`config.mk`:
```
export PLATFORM = sky130hd
export DESIGN_NAME = fft_bitrev_reorder
export DESIGN_NICKNAME = d
export VERILOG_FILES = /design/src/rtl/fft_bitrev_reorder_pkg.sv /design/src/rtl/fft_reorder_bank.sv /design/src/rtl/fft_bitrev_reorder.sv
export SDC_FILE = /design/constraint.sdc
export NUM_CORES = 1
export LEC_CHECK = 0
export CAP_MARGIN = 20
export CORE_ASPECT_RATIO = 1.4
export CORE_UTILIZATION = 62
export DETAILED_ROUTE_END_ITERATION = 8
export PLACE_DENSITY = 0.85
export RECOVER_POWER = 100
export SYNTH_ARGS = -nofsm -noshare
export SYNTH_HDL_FRONTEND = slang
export SYNTH_SLANG_ARGS = --single-unit
export TNS_END_PERCENT = 5
```
`constraint.sdc`:
```
create_clock -name clk -period 2.6 [get_ports clk]
set_clock_uncertainty 0.1 [all_clocks]
set_input_delay 0.52 -clock clk [delete_from_list [all_inputs] [get_ports clk]]
set_output_delay 0.52 -clock clk [all_outputs]
set_load 0.05 [all_outputs]
```
`src/rtl/fft_bitrev_reorder_pkg.sv`:
```
// -----------------------------------------------------------------------------
// fft_bitrev_reorder_pkg
// Shared FFT definitions used by the reorder buffer and its bank sub-module.
//   - bank_state_e   : per-bank occupancy flag (EMPTY / FULL)
//   - bitrev()       : reverses the low log2n bits of an index
//   - fire()         : val/rdy handshake completion
//   - sample packing : re in the upper W/2 bits, im in the lower W/2 bits
// -----------------------------------------------------------------------------
package fft_bitrev_reorder_pkg;

  // Widest frame index supported by the helpers (N up to 1024).
  localparam int unsigned FFT_MAX_LOG2N = 10;

  typedef enum logic {
    BANK_EMPTY = 1'b0,
    BANK_FULL  = 1'b1
  } bank_state_e;

  // Bit-reverse the low log2n bits of idx; upper result bits are zero.
  // Shifting the LSB out of a temporary into the result reverses the order
  // without any variable bit-select.
  function automatic logic [FFT_MAX_LOG2N-1:0] bitrev(
    input logic [FFT_MAX_LOG2N-1:0] idx,
    input int unsigned              log2n
  );
    logic [FFT_MAX_LOG2N-1:0] r;
    logic [FFT_MAX_LOG2N-1:0] t;
    r = '0;
    t = idx;
    for (int unsigned i = 0; i < FFT_MAX_LOG2N; i++) begin
      if (i < log2n) begin
        r = {r[FFT_MAX_LOG2N-2:0], t[0]};
        t = t >> 1;
      end else begin
        r = r;
      end
    end
    return r;
  endfunction

  // A val/rdy beat transfers when both sides agree in the same cycle.
  function automatic logic fire(input logic val, input logic rdy);
    return val & rdy;
  endfunction

  // Sample packing: re occupies [w-1:w/2], im occupies [w/2-1:0].
  function automatic int unsigned sample_re_lsb(input int unsigned w);
    return w / 2;
  endfunction

  function automatic int unsigned sample_im_msb(input int unsigned w);
    return (w / 2) - 1;
  endfunction

endpackage

```
`src/rtl/fft_reorder_bank.sv`:
```
// -----------------------------------------------------------------------------
// fft_reorder_bank
// One ping-pong bank: a depth-N 1-write/1-read RAM (registered write,
// combinational read, contents cleared to 0 on reset) plus its EMPTY/FULL flag.
// Ports:
//   clk, reset_p     : clock, synchronous active-high reset
//   i_set_full       : mark bank FULL on this edge
//   i_set_empty      : mark bank EMPTY on this edge
//   i_wen, i_waddr, i_wdata : write port
//   i_raddr, o_rdata : combinational read port
//   o_full           : bank currently FULL
// -----------------------------------------------------------------------------
module fft_reorder_bank
  import fft_bitrev_reorder_pkg::*;
#(
  parameter int unsigned W     = 32,
  parameter int unsigned LOG2N = 3
) (
  input  logic             clk,
  input  logic             reset_p,
  input  logic             i_set_full,
  input  logic             i_set_empty,
  input  logic             i_wen,
  input  logic [LOG2N-1:0] i_waddr,
  input  logic [W-1:0]     i_wdata,
  input  logic [LOG2N-1:0] i_raddr,
  output logic [W-1:0]     o_rdata,
  output logic             o_full
);

  localparam int unsigned N = 2 ** LOG2N;

  logic [W-1:0] r_mem [N];
  bank_state_e  r_state;

  // RAM array: cleared on reset, otherwise written on a write strobe.
  always_ff @(posedge clk) begin
    if (reset_p) begin
      for (int i = 0; i < N; i++) begin
        r_mem[i] <= '0;
      end
    end else if (i_wen) begin
      r_mem[i_waddr] <= i_wdata;
    end
  end

  // Occupancy flag: the top never fills and drains the same bank at once,
  // so set_full and set_empty are mutually exclusive for a given bank.
  always_ff @(posedge clk) begin
    if (reset_p) begin
      r_state <= BANK_EMPTY;
    end else if (i_set_full) begin
      r_state <= BANK_FULL;
    end else if (i_set_empty) begin
      r_state <= BANK_EMPTY;
    end else begin
      r_state <= r_state;
    end
  end

  assign o_rdata = r_mem[i_raddr];
  assign o_full  = (r_state == BANK_FULL);

endmodule

```
`src/rtl/fft_bitrev_reorder.sv`:
```
// -----------------------------------------------------------------------------
// fft_bitrev_reorder
// Ping-pong reorder buffer: accepts N = 2^LOG2N samples in natural order and
// emits each frame in bit-reversed index order. One bank fills while the other
// drains, so a continuous stream flows at one sample per cycle.
// Ports:
//   clk, reset_p       : clock, synchronous active-high reset
//   in_val/in_rdy/in_bits    : natural-order input stream
//   out_val/out_rdy/out_bits : bit-reversed output stream
//   out_last           : high with the final sample of each frame
// -----------------------------------------------------------------------------
module fft_bitrev_reorder
  import fft_bitrev_reorder_pkg::*;
#(
  parameter int unsigned W     = 32,
  parameter int unsigned LOG2N = 3
) (
  input  logic         clk,
  input  logic         reset_p,
  input  logic         in_val,
  output logic         in_rdy,
  input  logic [W-1:0] in_bits,
  output logic         out_val,
  input  logic         out_rdy,
  output logic [W-1:0] out_bits,
  output logic         out_last
);

  localparam int unsigned      N        = 2 ** LOG2N;
  localparam logic [LOG2N-1:0] CNT_LAST = LOG2N'(N - 1);

  logic             r_wr_bank;
  logic             r_rd_bank;
  logic [LOG2N-1:0] r_wr_cnt;
  logic [LOG2N-1:0] r_rd_cnt;

  logic [1:0]       w_full;
  logic [1:0]       w_wen;
  logic [1:0]       w_set_full;
  logic [1:0]       w_set_empty;
  logic [W-1:0]     w_rdata [2];
  logic [LOG2N-1:0] w_raddr;
  logic             w_in_fire;
  logic             w_out_fire;
  logic             w_wr_last;
  logic             w_rd_last;

  assign in_rdy     = !reset_p && !w_full[r_wr_bank];
  assign out_val    = !reset_p &&  w_full[r_rd_bank];
  assign w_in_fire  = fire(in_val, in_rdy);
  assign w_out_fire = fire(out_val, out_rdy);
  assign w_wr_last  = (r_wr_cnt == CNT_LAST);
  assign w_rd_last  = (r_rd_cnt == CNT_LAST);

  assign w_raddr  = LOG2N'(bitrev(FFT_MAX_LOG2N'(r_rd_cnt), LOG2N));
  assign out_bits = w_rdata[r_rd_bank];
  assign out_last = out_val && w_rd_last;

  for (genvar b = 0; b < 2; b++) begin : g_bank
    assign w_wen[b]       = w_in_fire  && (r_wr_bank == 1'(b));
    assign w_set_full[b]  = w_wen[b]   && w_wr_last;
    assign w_set_empty[b] = w_out_fire && (r_rd_bank == 1'(b)) && w_rd_last;

    fft_reorder_bank #(
      .W     (W),
      .LOG2N (LOG2N)
    ) u_bank (
      .clk         (clk),
      .reset_p     (reset_p),
      .i_set_full  (w_set_full[b]),
      .i_set_empty (w_set_empty[b]),
      .i_wen       (w_wen[b]),
      .i_waddr     (r_wr_cnt),
      .i_wdata     (in_bits),
      .i_raddr     (w_raddr),
      .o_rdata     (w_rdata[b]),
      .o_full      (w_full[b])
    );
  end

  // Write side: advance the fill index, switch banks after the last sample.
  always_ff @(posedge clk) begin
    if (reset_p) begin
      r_wr_cnt  <= '0;
      r_wr_bank <= 1'b0;
    end else if (w_in_fire) begin
      if (w_wr_last) begin
        r_wr_cnt  <= '0;
        r_wr_bank <= ~r_wr_bank;
      end else begin
        r_wr_cnt  <= r_wr_cnt + 1'b1;
        r_wr_bank <= r_wr_bank;
      end
    end else begin
      r_wr_cnt  <= r_wr_cnt;
      r_wr_bank <= r_wr_bank;
    end
  end

  // Read side: advance the drain index, switch banks after the last sample.
  always_ff @(posedge clk) begin
    if (reset_p) begin
      r_rd_cnt  <= '0;
      r_rd_bank <= 1'b0;
    end else if (w_out_fire) begin
      if (w_rd_last) begin
        r_rd_cnt  <= '0;
        r_rd_bank <= ~r_rd_bank;
      end else begin
        r_rd_cnt  <= r_rd_cnt + 1'b1;
        r_rd_bank <= r_rd_bank;
      end
    end else begin
      r_rd_cnt  <= r_rd_cnt;
      r_rd_bank <= r_rd_bank;
    end
  end

endmodule

```
======== Word-level counts from Yosys, hierarchy flattened ========
Memories as Yosys holds them, arrays and structs flattened. A register that Yosys moved wholly into a read port is not among the register bits.
Cells that the tools add are included.
storage, ports and cells
  register bits ........................... 10
  RAM bits ................................ 512
  input port bits ......................... 36
  output and inout bits ................... 35
  logic and storage cells ................. 70
  memories kept ........................... 2
operators by class
  $add $sub $neg .......................... 2
  $lt $le $gt $ge ......................... 3
  eq/ne operators ......................... 2
  muxes and demuxes ....................... 31
  bitwise gates (word level) .............. 5
  reductions and logical operators ........ 19
memories
  memory                  words  width  rd ports  clocked after Yosys merged registers in  wr ports  line                    text
  g_bank[0].u_bank.r_mem  8      32     1         1                                        8         fft_reorder_bank.sv:33  logic [W-1:0] r_mem [N];
  g_bank[1].u_bank.r_mem  8      32     1         1                                        8         fft_reorder_bank.sv:33
operator list
  kind                 number
  $mux 32              5
  $reduce_or 32->1     2
  $mux 3               8
  $mux 1               18
  $logic_and 1x1->1    11
  $add 3x1->3 const B  2
  $eq 3x3->1 const B   2
  $lt 1x2->1 const B   2
  $reduce_and 2->1     2
  $reduce_bool 2->1    2
  $and 1x1->1          2
  $ge 2x2->1 const B   1
  $logic_not 1->1      2
  $not 1->1            2
  $not 1->2            1

======== Longest topological paths before layout ========
Gate-level depths: netlist of run 1.
  depth after elaboration ................. 11
  gate-level depth with buffers ........... 7
  depth with buffers taken out ............ 6

======== Hierarchy ========
From an unflattened synthesis of run 1, not the netlist that was laid out.
second synthesis, totals
  cells, all modules ...................... 1557
  area total of the unflattened synthesis .. 23969.2 um^2
modules (own cells, without submodules)
  module              times used  cells each  area each (um^2)  seq. area each (um^2)
  fft_reorder_bank    2           734         11542.3           7707.4
  fft_bitrev_reorder  1           89          884.6             160.2

======== Worst setup path before layout of run 1 ========
No wires, ideal clock.
  path type ............................... input to output
  start ................................... in reset_p
  end ..................................... out out_last
  data arrival time ....................... 2.020 ns
  data required time ...................... 1.980 ns
  setup slack ............................. -0.040 ns
  stages .................................. 3
  path buffers ............................ 1
  cells stage by stage .................... clkbuf_1 -> a21oi_1 -> and2_1
between the ends
  longest elaborated chain between the ends .. 3
ends and longest elaborated chain
  element            line                      text
  from (decl)        fft_bitrev_reorder.sv:19  input logic reset_p,
  $logic_not 1->1    fft_bitrev_reorder.sv:49  assign out_val = !reset_p && w_full[r_rd_bank];
  $logic_and 1x1->1  fft_bitrev_reorder.sv:49
  via out_val        fft_bitrev_reorder.sv:23  output logic out_val,
  $logic_and 1x1->1  fft_bitrev_reorder.sv:57  assign out_last = out_val && w_rd_last;
  to (decl)          fft_bitrev_reorder.sv:26  output logic out_last
The timed path passes the listed nets, and every way through them passes these cells.

==> impl_results.md, run 1 <==
- Remaining Overflow, GRT: 0
- Most instantiated library cell after synthesis: and2_1
- Fin cells: 2,228
- Worst Setup Slack, final: -0.482 ns
- CP Cell Sequence: buf_4 > buf_12 > mux4_2 > a22oi_2 > buf_4 > nand2_2 > buf_12
- Core region area: 37,600 sq um
- Xor and xnor area share after synthesis: 0.000369
- Synth top area cells: edfxtp_1, and2_1, mux4_2
- Count of mapped cells out of synthesis: 1,616
- Clock root buffer: clkbuf_16
- Largest net degree at the start of global routing: 38
- Site row count: 84
- First drt pass iteration count: 5
- First-pass GRT wire length: 92,200 microns
- Static leakage: 0.00970 uW
- CTS tree: built
- Number of clock buffers inserted by TritonCTS: 46
- WL per Instance: 28.0 microns
- Mux contribution to synthesized area: 0.117
- Number of warnings printed during yosys synthesis: 0
- Simple-gate share of the synthesized area: 0.164
- Max-slew violation total from the final report: 0
- Critical path endpoint category: output pin
- Vias post-DR: 14,500
- Final core occ: 0.733
- Arrival time at the worst endpoint: 2.46 ns
- Share of flip-flops with an asynchronous set or reset after synthesis: 0
- Seq cells post-synth: 525
- I/O pin count: 71
- Placer's final routability congestion estimate: 0.861
- Synth-to-layout area growth: 16.1%
- Fraction of post-synthesis cell area in the top cell type by area: 0.647
- Final instance area: 27,600 sq um
- Number of enable-type register cells in the synthesized netlist: 512
- Portion of the post-synthesis area used by sequential elements: 0.658
- Cell Pwr Density: 631 nW/um^2
- Worst slew margin relative to its limit: 0.408
- Largest fanout on the critical path: 6
- Length of routed met2 wiring: 32,700 microns
- Clock latency on the worst-skew pair: 0.56 ns
- Combinational family with the most area after synthesis: simple AND/OR/NAND/NOR gates
- Startpoint of the most critical hold path: r_rd_cnt[2]
- Final antenna diode count: 0
- Setup violation total in the final timing report: 83
- Area fraction in compound gates after synthesis: 0.0316
- Met3 Routed Length: 5270 microns
- Via count of the first global-routing pass: 15,100
- Number of antenna violations at the first check in global routing: 0
- Unrepaired setup endpoints after global routing: yes
- Post-Syn Nets: 1,656
- Min Tclk post-route: 3.08 ns
- Horiz. Die Dim: 167 microns
- Port-buffer cells: 70
- Status: finished with violations
- Largest stage delay, worst path: 0.53 ns
- Die outline height: 234 microns
- Area of the die: 39,100 sq um
- Maximum clock frequency: 0.324 GHz
- Number of distinct library cells after synthesis: 34
- Initial cell density of the core: 0.631
- Routed wire length: 62,500 microns
- Hold WC Path Type: register to register
- Slew @ Worst Pin: 0.886 ns
- Total count of hold-check failures in the final report: 0
- Fraction of layout cells with a size suffix above 1: 0.202
- DR top layer: met4
- Maximum root-to-sink buffer count: 3
- FILL cells: 2,158
- Cell area reported after detailed placement: 25,900 sq um
- Average footprint of a synthesized cell: 14.7 sq um
- GRT Resource Usage Total: 0.328
- Failing checks: setup timing
- CP startpoint kind: register
- Commonest cells post-synth: and2_1, edfxtp_1, mux2i_1, a22oi_1, clkbuf_1
- Antenna-violating nets left: 0
- Clock H-tree levels: 2
- Largest vdd supply drop: 701 uV
- Predominant post-synthesis flop cell: edfxtp_1
- Req. time, crit path: 1.98 ns
- Vias per cell: 6.51
- Slowest cell on the critical path: mux4_2
- Detailed router's first-iteration violation count: 1,508
- Reg-to-reg startpoint: r_wr_cnt[1]
- Net total in the final layout: 1,760
- Sum of routed wire segments on met1: 20,300 microns
- Cell taking the most area after synthesis: edfxtp_1
- Tcrit/Tclk final: 1.19
- Sinks on the clock net: 525
- Count of maximum capacitance violations: 0
- Cell area after synthesis: 23,800 sq um
- Number of hold buffers added after CTS: 0
- Placement-stage worst setup slack: -0.0382 ns
- Clock-pin slew on the worst setup and hold paths: 0.06 ns
- Kind of critical path: register to output pin
- DRC viols: 0
- Synthesized-area fraction occupied by adder cells: 0.00211
- Detailed Place HPWL: 38,100 microns
- Number of placed instances, taps included: 2,126
-- power by group --
group / switching, uW / internal [uW] / leakage [uW] / total [uW]
sequential: 99.7 / 9570 / 0.00540 / 9670
clock: 2950 / 3710 / 0.000705 / 6670
combinational: 707 / 358 / 0.00359 / 1070
-- cells in the final DEF, fill, tap and decap left out, drive strengths merged, types with 13 or more instances in the layout --
cell type      instances
a22oi                 94
and2                 514
buf                  107
clkbuf               110
clkdlybuf4s50         34
clkinv                21
dfxtp                 13
edfxtp               512
mux2i                129
mux4                  66
nand2                 42
nand3                 38
nor2                  24
or2                   16
-- cell type report --
type	instances	area, sq um	area share
well taps	473	592	0.0215
flip-flops and latches	525	15600	0.567
clock buffers	59	1260	0.0458
multi-input cells	953	7740	0.281
repair buffers	193	2160	0.0782
clock inverters	24	176	0.00640
inverters	1	3.75	0.000136
-- state kept, by name, summed over array words and instances, names as in the netlist, named ones only --
signal and flops:
r_wr_bank 1, r_rd_cnt 3, r_wr_cnt 3, g_bank.u_bank.o_full 2, g_bank.u_bank.r_mem 512, r_rd_bank 1
-- repair_timing --
| item | CTS | global route |
|---|---|---|
| setup endpoints to repair | 33 | 33 |
| gates cloned | 7 | 0 |
| resized for setup | 93 | 18 |
| buffers inserted | 12 | 0 |
| endpoints found under the hold margin | 0 | 0 |
| pin swaps | 37 | 6 |
-- metrics by stage --
step / hold WS, ns / setup TNS (ns) / power, uW
after CTS: 0.477 / -13.09 / 17500
after global routing: 0.484 / -24.65 / 17800
final: 0.471 / -17.42 / 17400
after detailed placement: 0.440 / -0.0382 / 10900
after global placement: 0.425 / 0 / 10900
after floorplan: 0.394 / 0 / 10300
-- worst paths after layout --
path / end / slack [ns] / cells past startpoint
worst max-delay path: out_bits[17] / -0.48 / 7
worst min-delay path: register / 0.47 / 2
worst max register to register: g_bank[1].u_bank.r_mem[0][20] / -0.03 / 6
worst min register to register: register / 0.47 / 2
-- worst max-delay path: cells and delay by family (launching register included) --
| family | cells | cell delay [ns] |
|---|---|---|
| buf+inv | 4 | 0.61 |
| mux | 1 | 0.53 |
| flops | 1 | 0.39 |
| compound gates | 1 | 0.31 |
| simple gates | 1 | 0.06 |
-- per-layer routing --
layer | global-route usage | vias to the layer above
met5 | 0 | -
met4 | 0.208 | 0
met3 | 0.0525 | 244
met2 | 0.588 | 911
met1 | 0.365 | 7258
li1 | - | 6094
-- logic make-up after synthesis --
logic type / Yosys count
simple gates: 651
flops: 525
mux: 195
buf+inv: 139
compound gates: 101
fa+ha+maj: 4
xor+xnor: 1
Power figures use the tool's default switching activity.
==> run 2: changes to the inputs <==
- CELL_PAD_IN_SITES_DETAIL_PLACEMENT: not set -> 1
- CELL_PAD_IN_SITES_GLOBAL_PLACEMENT: not set -> 2
- CORE_UTILIZATION: 62 -> 45
- PLACE_DENSITY: 0.85 -> 0.84
==> run 2 against run 1 <==
The flow still finishes with violations (setup timing). Via count fell by 2.1%. First-iteration DRC count fell by 28%. Sequential cell count did not move. Critical path type unchanged.
==> impl_results.md, run 2 (same netlist as run 1, synthesis figures left out) <==
- Status: finished with violations
- Failing checks: setup timing
- Total count of hold-check failures in the final report: 0 (unchanged)
- Critical path endpoint category: output pin
- Routed wire length: 69,200 microns (+11%)
- Count of maximum capacitance violations: 0 (unchanged)
- Hold Slack: 0.428 ns (-0.0429 ns)
- Slew @ Worst Pin: 1.01 ns (+0.126 ns)
- Largest vdd supply drop: 469 uV (-33%)
- Net total in the final layout: 1,770 (+0.57%)
- Area occupied by registers: 15,600 sq um (about the same)
- Min Tclk post-route: 3.10 ns (+0.0138 ns)
- Fraction of layout cells with a size suffix above 1: 0.208 (+0.00665)
- GRT Resource Usage Total: 0.264 (-0.0637)
- Cell Pwr Density: 640 nW/um^2 (+1.4%)
- WL per Instance: 27.9 microns (-0.35%)
- Core region area: 52,100 sq um (+39%)
- Largest stage delay, worst path: 0.55 ns (+0.02 ns)
- Remaining Overflow, GRT: 0 (unchanged)
- Setup violation total in the final timing report: 37 (-55%)
- Number of hold buffers added after CTS: 0 (unchanged)
- Max-slew violation total from the final report: 0 (unchanged)
- Clock latency on the worst-skew pair: 0.58 ns (+0.02 ns)
- First drt pass iteration count: 5 (unchanged)
- Largest delay share family, worst path: multiplexers
- Sinks on the clock net: 525 (unchanged)
- Number of antenna violations at the first check in global routing: 3 (+3)
- Site row count: 99 (+18%)
- Horiz. Die Dim: 196 microns (+17%)
- Largest registers: g_bank.u_bank.r_mem (512), r_rd_cnt (3), r_wr_cnt (3)
- Depth of the worst hold-timing path: 2 (unchanged)
- Kind of critical path: register to output pin
- Detailed router's first-iteration violation count: 1,093 (-28%)
- Via count of the first global-routing pass: 15,700 (+3.9%)
- Number of clock buffers inserted by TritonCTS: 50 (+8.7%)
- Clock root buffer: clkbuf_16
- Number of flip-flops in the largest register: 512 (unchanged)
- Area of the die: 53,700 sq um (+37%)
- Vias post-DR: 14,200 (-2.1%)
- Maximum root-to-sink buffer count: 3 (unchanged)
- Crit path buffers/inverters: 2 (-2)
- Largest net degree at the start of global routing: 42 (+11%)
- Unrepaired setup endpoints after global routing: yes
- Reg-to-reg startpoint: r_rd_bank
- Initial cell density of the core: 0.455 (-0.176)
- Startpoint of the most critical hold path: r_wr_cnt[1]
- Hold WC Path Type: register to register
- Most frequent standard cell in the layout excluding fill and tap cells: edfxtp_1
- I/O pin count: 71 (unchanged)
- Tcrit/Tclk final: 1.19 (+0.00531)
- CTS tree: built
- Req. time, crit path: 1.98 ns (about the same)
- Worst slew margin relative to its limit: 0.325 (-0.0834)
- Slowest cell on the critical path: mux4_2
- Arrival time at the worst endpoint: 2.48 ns (+0.02 ns)
- Setup TNS Final: -14.48 ns (+2.93 ns)
- Placement-stage worst setup slack: -0.177 ns (-0.139 ns)
- Die outline height: 274 microns (+17%)
- Internal reg-to-reg setup slack: -0.04 ns (about the same)
- Static leakage: 0.00975 uW (+0.54%)
- Port-buffer cells: 70 (unchanged)
- Worst Setup Slack, final: -0.496 ns (-0.0138 ns)
- Final antenna diode count: 0 (unchanged)
- CP startpoint kind: register
- Clock H-tree levels: 2 (unchanged)
- FILL cells: 4,892 (+130%)
- Combined area of the multi-input logic cells: 7770 sq um (+0.40%)
- First-pass GRT wire length: 102,000 microns (+11%)
- Largest fanout on the critical path: 7 (+1)
- Clock-pin slew on the worst setup and hold paths: 0.06 ns (about the same)
- Top reg by flops: g_bank.u_bank.r_mem
- Detailed Place HPWL: 42,600 microns (+12%)
- Antenna-violating nets left: 0 (unchanged)
- Vias per cell: 5.73 (-12%)
- Highest-count cells in the layout ignoring fill and taps: edfxtp_1, and2_1, and2_0
- DRC viols: 0 (unchanged)
- CP Cell Sequence: buf_12 > mux4_2 > a22oi_2 > nand2_2 > buf_6
- Number of cells on the worst reg-to-reg path: 6 (unchanged)
- Synth-to-layout area growth: 17.6%
- Maximum clock frequency: 0.323 GHz (-0.45%)
- Placer's final routability congestion estimate: 0.794 (-7.8%)
- Endpoint, Worst Hold: r_wr_cnt[1]
run 2: changes by cell type in the layout (fill, tap and decap cells not counted), sizes merged:
cell / change
buf: -1
nor2b: +1
clkinvlp: +2
clkinv: -2
inv: +2
clkbuf: +14
run 2: worst max-delay path by stage:
stage / cells past startpoint / to
2_1_floorplan: 5 / out_bits[25]
3_3_place_gp: 6 / out_bits[24]
3_5_place_dp: 6 / out_bits[24]
4_1_cts: 6 / out_bits[24]
5_1_grt: 5 / out_bits[31]
6_report: 5 / out_bits[31]
run 2: worst reg2reg max path, delay by kind of cell (launching register included):
kind            cells  cell delay, ns
compound gates      1            0.61
buf+inv             2            0.62
mux                 1            0.15
flops               1            0.37
simple gates        2            0.61
run 2: cell type report:
| class | count | area share |
|---|---|---|
| flip-flops and latches | 525 | 0.560 |
| multi-input cells | 954 | 0.278 |
| repair buffers | 198 | 0.0730 |
| clock buffers | 67 | 0.0489 |
| well taps | 707 | 0.0317 |
| clock inverters | 26 | 0.00797 |
| inverters | 1 | 0.000134 |
run 2: metrics by stage:
step | std cells | utilization | total power [uW] | instance area, sq um
finish | 2478 | 0.536 | 17900 | 27900
global route | 2478 | 0.536 | 18300 | 27900
CTS | 2478 | 0.545 | 18100 | 28400
detailed placement | 2369 | 0.501 | 10900 | 26200
global placement | 2368 | 0.501 | 10800 | 26100
floorplan | 1616 | - | 10300 | 23800
run 2: timing repair:
action / CTS / global route
pin swaps: 42 / 6
resized for setup: 98 / 20
gates cloned: 6 / 0
setup buffers: 10 / 0
endpoints found under the setup margin: 35 / 35
run 2: layer usage:
| metal | wire length [microns] | track usage |
|---|---|---|
| met1 | 26100 | 0.309 |
| met2 | 36700 | 0.487 |
| met3 | 3080 | 0.0313 |
| met4 | 3270 | 0.117 |
| met5 | 12 | 0 |
run 2: where the power goes:
group	switching [uW]	total, uW	leakage (uW)	internal, uW
combinational	685	1010	0.00358	324
clock	3200	7200	0.000771	4000
sequential	94.4	9660	0.00540	9570
==> run 3: changes to the inputs <==
- CORE_MARGIN: not set -> 1.5
==> run 3 against run 2 <==
Core utilization down 0.49 points. Critical endpoint is now out_bits[3]. Cell area down 0.91%. Total power down 1.1%. Final cell count about the same. Clock power down 3%. Global-route usage down 0.31 points. The run still ends with setup timing left. Wire length down 0.58%.
==> impl_results.md, run 3 (same netlist as run 1, synthesis figures left out) <==
- Total count of hold-check failures in the final report: 0 (unchanged)
- Synth-to-layout area growth: 16.5%
- Area of the die: 54,200 sq um (+0.88%)
- Top reg by flops: g_bank.u_bank.r_mem
- Req. time, crit path: 1.98 ns (about the same)
- Status: finished with violations
- Detailed router's first-iteration violation count: 823 (-25%)
- Max-slew violation total from the final report: 0 (unchanged)
- Area occupied by registers: 15,600 sq um (about the same)
- DRC viols: 0 (unchanged)
- Number of antenna violations at the first check in global routing: 2 (-1)
- Min Tclk post-route: 3.11 ns (+0.0155 ns)
- Highest-count cells in the layout ignoring fill and taps: edfxtp_1, and2_1, and2_0
- Setup violation total in the final timing report: 33 (-11%)
- Startpoint of the most critical hold path: r_rd_cnt[2]
- Die outline height: 275 microns (+0.37%)
- Vias post-DR: 14,100 (-0.90%)
- Critical path endpoint category: output pin
- Routed wire length: 68,800 microns (-0.58%)
- First drt pass iteration count: 5 (unchanged)
- Number of cells on the worst reg-to-reg path: 5 (-1)
- Placer's final routability congestion estimate: 0.803 (+1.1%)
- Largest vdd supply drop: 630 uV (+34%)
- CP startpoint kind: register
- Most frequent standard cell in the layout excluding fill and tap cells: edfxtp_1
- Initial cell density of the core: 0.455 (unchanged)
- Count of maximum capacitance violations: 0 (unchanged)
- Reg-to-reg startpoint: g_bank[0].u_bank.o_full
- CTS tree: built
- Worst slew margin relative to its limit: 0.442 (+0.117)
- GRT Resource Usage Total: 0.261 (-0.00308)
- Antenna-violating nets left: 0 (unchanged)
- Clock H-tree levels: 2 (unchanged)
- Depth of the worst hold-timing path: 2 (unchanged)
- Maximum clock frequency: 0.321 GHz (-0.50%)
- Horiz. Die Dim: 197 microns (+0.51%)
- Vias per cell: 5.68 (-0.82%)
- Largest net degree at the start of global routing: 33 (-21%)
- Net total in the final layout: 1,770 (unchanged)
- Port-buffer cells: 70 (unchanged)
- Via count of the first global-routing pass: 15,500 (-0.91%)
- WL per Instance: 27.8 microns (-0.50%)
- Slew @ Worst Pin: 0.835 ns (-0.177 ns)
- Combined area of the multi-input logic cells: 7710 sq um (-0.87%)
- Kind of critical path: register to output pin
- Clock latency on the worst-skew pair: 0.60 ns (+0.02 ns)
- Worst Setup Slack, final: -0.511 ns (-0.0155 ns)
- Clock root buffer: clkbuf_16
- Failing checks: setup timing
- Number of hold buffers added after CTS: 0 (unchanged)
- Hold WC Path Type: register to register
- Sinks on the clock net: 525 (unchanged)
- Core region area: 52,100 sq um (unchanged)
- Detailed Place HPWL: 42,500 microns (-0.27%)
- Unrepaired setup endpoints after global routing: yes
- Fraction of layout cells with a size suffix above 1: 0.205 (-0.00361)
- FILL cells: 4,980 (+1.8%)
- Site row count: 99 (unchanged)
- Largest fanout on the critical path: 20 (+13)
- Static leakage: 0.00968 uW (-0.80%)
- I/O pin count: 71 (unchanged)
- Number of placed instances, taps included: 2,367 (-0.084%)
- Tcrit/Tclk final: 1.20 (+0.00596)
- Remaining Overflow, GRT: 0 (unchanged)
- Maximum root-to-sink buffer count: 3 (unchanged)
- Number of flip-flops in the largest register: 512 (unchanged)
- Number of clock buffers inserted by TritonCTS: 51 (+2.0%)
- First-pass GRT wire length: 102,000 microns (-0.36%)
- Setup TNS Final: -14.64 ns (-0.158 ns)
- Clock-pin slew on the worst setup and hold paths: 0.07 ns (about the same)
- Arrival time at the worst endpoint: 2.49 ns (about the same)
- Cell Pwr Density: 639 nW/um^2 (-0.17%)
- Fin cells: 2,476 (-0.081%)
- Largest registers: g_bank.u_bank.r_mem (512), r_rd_cnt (3), r_wr_cnt (3)
run 3: cell count changes in the layout (fill, tap and decap cells not counted), moves of 6 or more:
cell	before	now
a22oi_1	59	70
a22oi_2	35	24
clkinv_2	6	12
buf_4	34	42
run 3: area by class of cell:
cell class	count	share of cell area
diodes	1	0.0000904
clock buffers	61	0.0475
clock inverters	30	0.00732
inverters	1	0.000136
multi-input cells	954	0.278
flip-flops and latches	525	0.565
well taps	707	0.0320
repair buffers	197	0.0693
run 3: routing by layer:
layer / track usage / share of wire / vias to the layer above
met5: 0 / 0.00012 / -
met4: 0.0992 / 0.039 / 2
met3: 0.0358 / 0.041 / 146
met2: 0.502 / 0.55 / 387
met1: 0.291 / 0.37 / 7418
li1: - / - / 6115
run 3: worst paths after layout:
path | end | slack, ns
max reg2reg | g_bank[0].u_bank.r_mem[2][15] | 0.13
min | register | 0.45
max | out_bits[3] | -0.51
min reg2reg | register | 0.45
run 3: power breakdown:
part	internal [uW]	leakage, uW	total [uW]	switching, uW
clock network	3790	0.000747	7010	3210
registers	9570	0.00540	9660	95.6
logic	317	0.00353	1010	690
run 3: timing repair:
action	in CTS	in global routing
cloned	6	0
setup buffers	9	3
gates resized for setup	84	15
pin swaps	28	8
setup endpoints to repair	35	34
run 3: through the flow:
stage / hold WS (ns) / cell area [sq um] / utilization / power [uW] / setup WS, ns
after floorplan: 0.394 / 23800 / - / 10300 / 0.265
after global placement: 0.420 / 26100 / 0.500 / 10800 / -0.116
after detailed placement: 0.440 / 26100 / 0.500 / 10900 / -0.120
after CTS: 0.459 / 28100 / 0.539 / 17900 / -0.556
after global routing: 0.495 / 27700 / 0.531 / 18100 / -0.569
final: 0.448 / 27700 / 0.531 / 17700 / -0.511
run 3: critical path, cell delays in order (launching register included):
cell	delay, ns
dfxtp_4	0.38
buf_12	0.18
nor2_4	0.60
a22oi_1	0.24
nand3_1	0.19
nand2_1	0.12
buf_6	0.17
